### config.mk
export PLATFORM = sky130hd
export DESIGN_NAME = bcd_entry_buf_flat
export DESIGN_NICKNAME = d
export VERILOG_FILES = /design/src/rtl/bcd_entry_buf_pkg.sv /design/src/rtl/bcd_entry_buf_if.sv /design/src/rtl/bcd_entry_buf_key_edge_sync.sv /design/src/rtl/bcd_entry_buf.sv /design/src/flat_wrapper.sv
export SDC_FILE = /design/constraint.sdc
export NUM_CORES = 1
export LEC_CHECK = 0
export ABC_AREA = 0
export CORE_ASPECT_RATIO = 2
export CORE_MARGIN = 10
export CORE_UTILIZATION = 40
export DETAILED_ROUTE_END_ITERATION = 7
export PLACE_DENSITY = 0.79
export SYNTH_ARGS = -nofsm -noshare
export SYNTH_HDL_FRONTEND = slang
export SYNTH_SLANG_ARGS = --single-unit
export TNS_END_PERCENT = 10
### constraint.sdc
create_clock -name clk -period 2.1 [get_ports clk]
set_input_delay 0.315 -clock clk [delete_from_list [all_inputs] [get_ports clk]]
set_output_delay 0.315 -clock clk [all_outputs]
set_load 0.02 [all_outputs]
### src/rtl/bcd_entry_buf_pkg.sv
// bcd_entry_buf_pkg: sign display codes, FSM state encoding and BCD limit shared by the entry buffer
`ifndef BCD_ENTRY_BUF_CODES
`define BCD_ENTRY_BUF_CODES
`define NEGATIVE 4'hA
`define OFF 4'hF
`endif
package bcd_entry_buf_pkg;
  typedef enum logic {ENTRY, FULL} state_t;
  localparam logic [3:0] BCD_MAX = 4'd9;
endpackage

### src/rtl/bcd_entry_buf_if.sv
// bcd_entry_buf_if: committed-entry valid/ready channel towards the calculator datapath
interface bcd_entry_buf_if #(parameter int NDIGITS = 3) ();
  logic [4*NDIGITS-1:0] out_digits;
  logic out_neg;
  logic out_valid;
  logic out_ready;
  modport master(output out_digits, out_neg, out_valid, input out_ready);
  modport slave(input out_digits, out_neg, out_valid, output out_ready);
endinterface

### src/rtl/bcd_entry_buf_key_edge_sync.sv
// bcd_entry_buf_key_edge_sync: STAGES-flop synchroniser followed by a one-cycle rising-edge pulse
module bcd_entry_buf_key_edge_sync #(parameter int STAGES = 2) (
  input  logic clk,
  input  logic rst,
  input  logic d,
  output logic pulse
);
  logic [STAGES:0] sh;
  // sh[STAGES-1] is the synchronised level, sh[STAGES] its previous value
  always_ff @(posedge clk or posedge rst)
    if (rst) sh <= '0;
    else sh <= {sh[STAGES-1:0], d};
  assign pulse = sh[STAGES-1] & ~sh[STAGES];
endmodule

### src/rtl/bcd_entry_buf.sv
// bcd_entry_buf: BCD keypad entry buffer with backspace/clear and a one-deep committed output; BCD_ENTRY_DIGIT_CHECK_EN rejects digits above 9
module bcd_entry_buf
  import bcd_entry_buf_pkg::*;
#(
  parameter int NDIGITS = 3,
  parameter int SYNC_STAGES = 2
) (
  input  logic clk,
  input  logic rst,
  input  logic key_stb,
  input  logic [3:0] key_num,
  input  logic key_bksp,
  input  logic key_clr,
  input  logic sign_on,
  output logic [4*NDIGITS-1:0] entry_digits,
  output logic [$clog2(NDIGITS+1)-1:0] entry_cnt,
  output logic [NDIGITS:0] track_inp,
  output logic [3:0] sign,
  output logic sign_mode,
  output logic busy,
  output logic err,
  bcd_entry_buf_if.master ob
);
  localparam int CW = $clog2(NDIGITS + 1);
  localparam int IW = NDIGITS > 1 ? $clog2(NDIGITS) : 1;
  localparam logic [NDIGITS:0] ONE = 1;
  logic stb_ev, bksp_ev, clr_ev, complete, can_commit, digit_ok;
  logic [IW-1:0] idx, bidx;
  logic [NDIGITS-1:0][3:0] digits;
  state_t state;
  bcd_entry_buf_key_edge_sync #(.STAGES(SYNC_STAGES)) u_stb (.clk(clk), .rst(rst), .d(key_stb), .pulse(stb_ev));
  bcd_entry_buf_key_edge_sync #(.STAGES(SYNC_STAGES)) u_bksp (.clk(clk), .rst(rst), .d(key_bksp), .pulse(bksp_ev));
  bcd_entry_buf_key_edge_sync #(.STAGES(SYNC_STAGES)) u_clr (.clk(clk), .rst(rst), .d(key_clr), .pulse(clr_ev));
`ifdef BCD_ENTRY_DIGIT_CHECK_EN
  assign digit_ok = key_num <= BCD_MAX;
`else
  assign digit_ok = 1'b1;
`endif
  // a full entry sits one cycle with entry_cnt==NDIGITS before it commits or parks in FULL
  assign complete = entry_cnt == CW'(NDIGITS);
  assign can_commit = !ob.out_valid || ob.out_ready;
  assign idx = entry_cnt[IW-1:0];
  assign bidx = IW'(entry_cnt - 1'b1);
  assign entry_digits = digits;
  assign track_inp = ONE << entry_cnt;
  assign busy = state == FULL;
  // entry collection, commit into the output register and handshake bookkeeping
  always_ff @(posedge clk or posedge rst) begin
    if (rst) begin
      digits <= '0;
      entry_cnt <= '0;
      state <= ENTRY;
      err <= 1'b0;
      ob.out_digits <= '0;
      ob.out_neg <= 1'b0;
      ob.out_valid <= 1'b0;
      sign <= `OFF;
      sign_mode <= 1'b0;
    end else begin
      sign <= sign_on ? `NEGATIVE : `OFF;
      sign_mode <= sign_on;
      err <= 1'b0;
      if (ob.out_valid && ob.out_ready) ob.out_valid <= 1'b0;
      if (clr_ev) begin
        digits <= '0;
        entry_cnt <= '0;
        state <= ENTRY;
      end else if (complete) begin
        err <= stb_ev | bksp_ev;
        if (can_commit) begin
          ob.out_digits <= digits;
          ob.out_neg <= sign_mode;
          ob.out_valid <= 1'b1;
          digits <= '0;
          entry_cnt <= '0;
          state <= ENTRY;
        end else state <= FULL;
      end else if (bksp_ev) begin
        if (entry_cnt != '0) begin
          entry_cnt <= entry_cnt - 1'b1;
          digits[bidx] <= 4'd0;
        end
      end else if (stb_ev) begin
        if (digit_ok) begin
          digits[idx] <= key_num;
          entry_cnt <= entry_cnt + 1'b1;
        end else err <= 1'b1;
      end
    end
  end
endmodule

### src/flat_wrapper.sv
// flat-port wrapper written by rule: the top's interface ports become plain ports
module bcd_entry_buf_flat import bcd_entry_buf_pkg::*;
#(
  parameter int NDIGITS = 3,
  parameter int SYNC_STAGES = 2
)
  (clk, rst, key_stb, key_num, key_bksp, key_clr, sign_on, entry_digits, entry_cnt, track_inp, sign, sign_mode, busy, err, ob_out_digits, ob_out_neg, ob_out_valid, ob_out_ready);
  bcd_entry_buf_if #(.NDIGITS(NDIGITS)) ob_i ();
  input  logic clk;
  input  logic rst;
  input  logic key_stb;
  input  logic [3:0] key_num;
  input  logic key_bksp;
  input  logic key_clr;
  input  logic sign_on;
  output logic [4*NDIGITS-1:0] entry_digits;
  output logic [$clog2(NDIGITS+1)-1:0] entry_cnt;
  output logic [NDIGITS:0] track_inp;
  output logic [3:0] sign;
  output logic sign_mode;
  output logic busy;
  output logic err;
  output wire logic [$bits(ob_i.out_digits)-1:0] ob_out_digits;
  output wire logic [$bits(ob_i.out_neg)-1:0] ob_out_neg;
  output wire logic [$bits(ob_i.out_valid)-1:0] ob_out_valid;
  input wire logic [$bits(ob_i.out_ready)-1:0] ob_out_ready;
  assign ob_out_digits = ob_i.out_digits;
  assign ob_out_neg = ob_i.out_neg;
  assign ob_out_valid = ob_i.out_valid;
  assign ob_i.out_ready = ob_out_ready;
  bcd_entry_buf #(.NDIGITS(NDIGITS), .SYNC_STAGES(SYNC_STAGES)) u_core (.clk(clk), .rst(rst), .key_stb(key_stb), .key_num(key_num), .key_bksp(key_bksp), .key_clr(key_clr), .sign_on(sign_on), .entry_digits(entry_digits), .entry_cnt(entry_cnt), .track_inp(track_inp), .sign(sign), .sign_mode(sign_mode), .busy(busy), .err(err), .ob(ob_i));
endmodule
Word-level counts from Yosys, hierarchy flattened --
Index checks and enable logic that the tools add are counted. Widths: inputs -> output; s select.
Cells by class: add/subtract/negate cells 2, multipliers 0, divide/modulo/power cells 0, magnitude comparators 4, eq/ne operators 3, shifts and indexed selects 1, mux-type cells 27, bitwise operators 10, reductions and logical operators 10
Operators with widths (number):
- $mux 12 | 6
- $demux 4 s2 | 2
- $and 12x12->12 | 1
- $bwmux 12 | 1
- $mux 2 | 6
- $not 12->12 | 1
- $mux 1 | 9
- $mux 4 | 2
- $lt 2x3->1 const B | 2
- $reduce_and 3->1 | 2
- $ge 2x1->1 const B | 2
- $ne 4x4->1 const B | 1
- $not 1->1 | 4
- $reduce_bool 2->1 | 2
- $reduce_bool 4->1 | 1
- $shl 1x2->4 const A | 1
- $and 1x1->1 | 3
- $logic_and 1x1->1 | 3
- $mux 3 | 1
- $ne 3x2->1 const B | 1
- $add 2x1->2 const B | 1
- $eq 2x2->1 const B | 1
- $sub 2x1->2 const B | 1
- $logic_not 1->1 | 1
- other kinds (2) | 2
Word-level totals: flip-flop bits (word level) 44, latch bits 0, memory bits (writable) 0, bits in read-only memories 0, input port bits 11, output and inout bits 39, word-level logic and storage cells 71, memories 0

Longest topological paths before layout --
word-level depth 11, mapped depth 7, mapped depth without buffers 6

Cells and area by module --
Synthesis repeated with hierarchy kept, for this count alone.
Unflattened totals: cell total of the unflattened synthesis 127, area, all modules 1776.7 sq um
Modules (own cells, without submodules):
- bcd_entry_buf | instances 1, cells an instance 112, area each 1498.9 sq um, seq. area each 802.0 sq um
- bcd_entry_buf_key_edge_sync | instances 3, cells an instance 5, area each 92.6 sq um, seq. area each 75.1 sq um

Worst setup path before layout --
OpenSTA, ideal clock, no wires.
path kind register to register, start point register u_core.entry_cnt[0], end point register u_core.entry_cnt[0], library setup time 125 ps, arrival 2052 ps, required time 1975 ps, setup slack -77 ps, cell stages (with the launch flop) 8, path buffers 2, period minus slack after synthesis 2177 ps, cell sequence dfrtp_1 -> ha_1 -> inv_1 -> or3_2 -> clkbuf_1 -> and3_4 -> buf_6 -> mux2_4
On the way: longest elaborated chain between the ends 5, elaborated cells on any way between the ends 13, those cells by class add/sub: 2; eq/ne: 3; mux: 5; reduce/logical: 3
RTL lines:
- start, declared | line bcd_entry_buf.sv:16 | output logic [$clog2(NDIGITS+1)-1:0] entry_cnt,
- start signal, assigned | line bcd_entry_buf.sv:80 | entry_cnt <= entry_cnt - 1'b1;
- start signal, assigned | line bcd_entry_buf.sv:86 | entry_cnt <= entry_cnt + 1'b1;
- $add 2x1->2 / $sub 2x1->2 (equally long branches) | line bcd_entry_buf.sv:86, bcd_entry_buf.sv:80
- $mux 2, on equally long branches | line bcd_entry_buf.sv:83, bcd_entry_buf.sv:79
- $mux 2 | line bcd_entry_buf.sv:78 | end else if (bksp_ev) begin
- $mux 2 | line bcd_entry_buf.sv:68 | end else if (complete) begin
- $mux 2 | line bcd_entry_buf.sv:64 | if (clr_ev) begin
Parallel ways exist; a longest one is shown, timed or not. The select of a mux whose other input is x is not followed. A chain may end at the register's enable or synchronous reset.

Worst setup path in the final report --
start point register u_core.entry_cnt[0], end point output port track_inp[3]
On the way: longest elaborated chain between the ends 1
RTL lines:
- $shl 1x2->4 | line bcd_entry_buf.sv:45 | assign track_inp = ONE << entry_cnt;
- end, declared | line flat_wrapper.sv:18 | output logic [NDIGITS:0] track_inp;
No other way between the ends.

==> run_results.csv <==
group,metric,value,unit
outcome,status,"complete, no violations",
clock_tree,clock_sinks,41,
pwr,p_leak,1.15,nW
route,ant_nets,0,
route,drt-total-wl,4150,um
global_routing,grt_pass1_wl,6570,um
synthesis,ys.warnings.count,0,
floorplan,rows,34,
clock_tree,postCtsSetupRepairBufs,0,
worst_setup_path,crit_required,1780,ps
pwr,intPower,1.89,mW
timing,slew_headroom,66.8,%
clock_tree,cts_tree,"done",
pwr,clockPowerShare,16.5,%
pwr,irDropWorstVdd,0.000820,V
timing,worst_pin_slew,485,ps
finish,area_growth,34.4,%
floorplan,die_w,67.4,um
worst_setup_path,worst-setup-path-type,"reg2out",
clock_tree,worstSkewPairLatency,300,ps
hold_path,hold_class,"reg2reg",
global_routing,antenna_found_initial,0,
route,vias,1274,
global_routing,grt_usage,11.1,%
synthesis,synth_cells,139,
timing,slew_violations,0,
finish,multi_input_area,686,um^2
pwr,p_seq_share,37.3,%
place,hpwl,3320,um
pwr,p_sw_share,37.2,%
synthesis,ys_ff_latch,41,
synthesis,yosysTopAreaCell,"dfrtp_1",
global_routing,grt_pass1_vias,1379,
clock_tree,clockBufferDepth,2,
hold_path,holdPathStages,0,
pwr,pwr-share-comb,46.2,%
clock_tree,clk_pin_slew,80,ps
timing,min_period,2000,ps
timing,hold_viol_final,0,
route,drcViolationCount,0,
synthesis,ys_seq_area_share,57.1,%
pwr,powerDensity,1240,nW/um^2
job,maxCapViolations,0,
clock_tree,numCtsBuffers,5,
timing,fmax,499,MHz
finish,diodes,0,
floorplan,chipHeight,115,um
finish,nFillCells,400,
place,place.gp.congestion,0.876,
timing,finalCritPeriodShare,95.5,%
worst_setup_path,endpoint_kind,"output pin",
worst_setup_path,start_kind,"register",
finish,final_common_cell,"clkdlybuf4s50_1",
worst_setup_path,critical_path_peak_fanout,5,
finish,fin_nets,209,
timing,finalSetupTns,0,ps
synthesis,synth.avg_cell_area,12.9,um^2
synthesis,synth_top_area_share,55.6,%
place,port_buffers,47,
pwr,netSwitchingPower,1.12,mW
synthesis,mappedNetlistArea,1800,um^2
timing,rsz0062_at_grt,"false",
global_routing,grt_max_degree,42,
worst_setup_path,crit_arrival,1690,ps
synthesis,yosysUniqueCellTypes,35,
finish,design_area,2420,um^2
global_routing,grt-ovfl-total,0,
floorplan,ioPinCount,50,
synthesis,synthTopCellsByArea,"dfrtp_1, mux2_2, ha_1, a32o_2, a22o_1",
finish,final_cell_mix,"clkdlybuf4s50_1, dfrtp_1, mux2_2",
floorplan,start_util,41.5,%
clock_tree,ctsHoldBuffers,0,
worst_setup_path,worst_r2r_path_depth,4,
route,avgViaCountPerCell,5.20,
route,first_pass_iters,4,
clock_tree,h-tree-depth,2,
place,postPlaceCellArea,2320,um^2
floorplan,dieArea,7740,um^2
clock_tree,cts-root-buf,"clkbuf_8",
floorplan,core,4340,um^2
worst_setup_path,ff2ff_setup_slack,150,ps
timing,setup_violations,0,
finish,register_area,1030,um^2
route,drtIter0Drc,33,
finish,drive_gt1_share,23.0,%
timing,fin_skew,11.3,ps
timing,hold_ws,357,ps
route,wire_per_inst,16.9,um
-- layout make-up --
class | count | area share, %
repair buffers | 54 | 21.9
flip-flops and latches | 41 | 42.6
clock inverters | 3 | 0.724
clock buffers | 5 | 2.85
inverters | 5 | 0.776
well taps | 54 | 2.79
multi-input cells | 83 | 28.3
-- what timing repair did --
item                       4_1_cts  5_1_grt
resized for setup                0        4
hold endpoints to repair         0        0
setup endpoints to repair        0        4
-- registers in the layout, summed over array words and instances, names as in the netlist --
register / cells
u_core.busy: 1
u_core.entry_cnt: 2
u_core.entry_digits: 12
u_core.err: 1
u_core.ob.out_digits: 12
u_core.ob.out_neg: 1
u_core.ob.out_valid: 1
u_core.sign: 1
u_core.sign_mode: 1
u_core.u_bksp.sh: 3
u_core.u_clr.sh: 3
u_core.u_stb.sh: 3
-- logic make-up after synthesis --
group	count (synthesis)	synth area share [%]
AND/OR/NAND/NOR	38	12.7
multiplexers	15	9.81
other	1	0.208
adder cells (fa/ha/maj)	8	5.56
XOR/XNOR	1	0.487
flip-flops	41	57.1
AO/OA/AOI/OAI	19	8.76
buffers and inverters	16	5.35
-- critical path: stages (launching register included) --
cell and delay [ps]:
dfrtp_2 450, buf_4 160, ha_1 230, clkdlybuf4s50_1 550
-- synthesized netlist by cell type --
library cell   n
conb_1         1
nand4_1        5
nand2_1        7
dfstp_2        1
and3_1         2
xnor2_1        1
or4_4          1
a2111oi_0      1
ha_1           8
clkbuf_1       2
nand2b_1       4
dfrtp_1       40
nor2b_1        2
inv_1          5
o211ai_1       4
nor2b_4        1
and4_2         1
buf_2          2
and3_4         1
a211o_2        1
nor2_1         2
mux2_2        13
buf_4          3
o21ai_0        4
nor4_1         2
nand3_1        3
a22o_1         4
a221oi_1       1
buf_6          3
or4_1          1
a32o_2         4
buf_1          1
or3_2          1
nor3_1         5
mux2_4         2
-- layer usage --
metal	share of wire, %	global-route usage, %	wire, um	vias to the layer above
met5	0	0	0	-
met4	3.4	6.20	139	0
met3	7.0	4.19	290	15
met2	55	19.6	2300	43
met1	34	10.4	1420	620
li1	-	-	-	596
-- worst paths after layout --
kind                                                        end                            start
worst max-delay path                               track_inp[3]  u_core.entry_cnt[0]$_DFFE_PP0P_
max in group asynchronous       u_core.entry_cnt[1]$_DFFE_PP0P_                              rst
min in group asynchronous         u_core.ob.out_neg$_DFFE_PP0P_                              rst
worst max register to register  u_core.entry_cnt[1]$_DFFE_PP0P_  u_core.entry_cnt[0]$_DFFE_PP0P_
worst min register to register    u_core.u_bksp.sh[1]$_DFF_PP0_    u_core.u_bksp.sh[0]$_DFF_PP0_
worst min-delay path              u_core.u_bksp.sh[1]$_DFF_PP0_    u_core.u_bksp.sh[0]$_DFF_PP0_
-- metrics by stage --
step	utilization (%)	total power [mW]	cells	setup slack [ps]
CTS	55.4	3.04	245	5.88
global placement	53.4	2.50	237	83.1
floorplan	-	1.92	140	18.6
global route	55.7	3.18	245	17.6
finish	55.7	3.01	245	95.0
detailed placement	53.4	2.53	237	54.7
-- power groups by stage --
stage	combinational (mW)	clock [mW]	sequential (mW)
global route	1.49	0.537	1.15
CTS	1.40	0.517	1.13
detailed placement	1.39	0	1.14
finish	1.39	0.496	1.12
global placement	1.37	0	1.14
floorplan	0.602	0	1.32
Note: power is estimated with default switching activity, not from simulation.
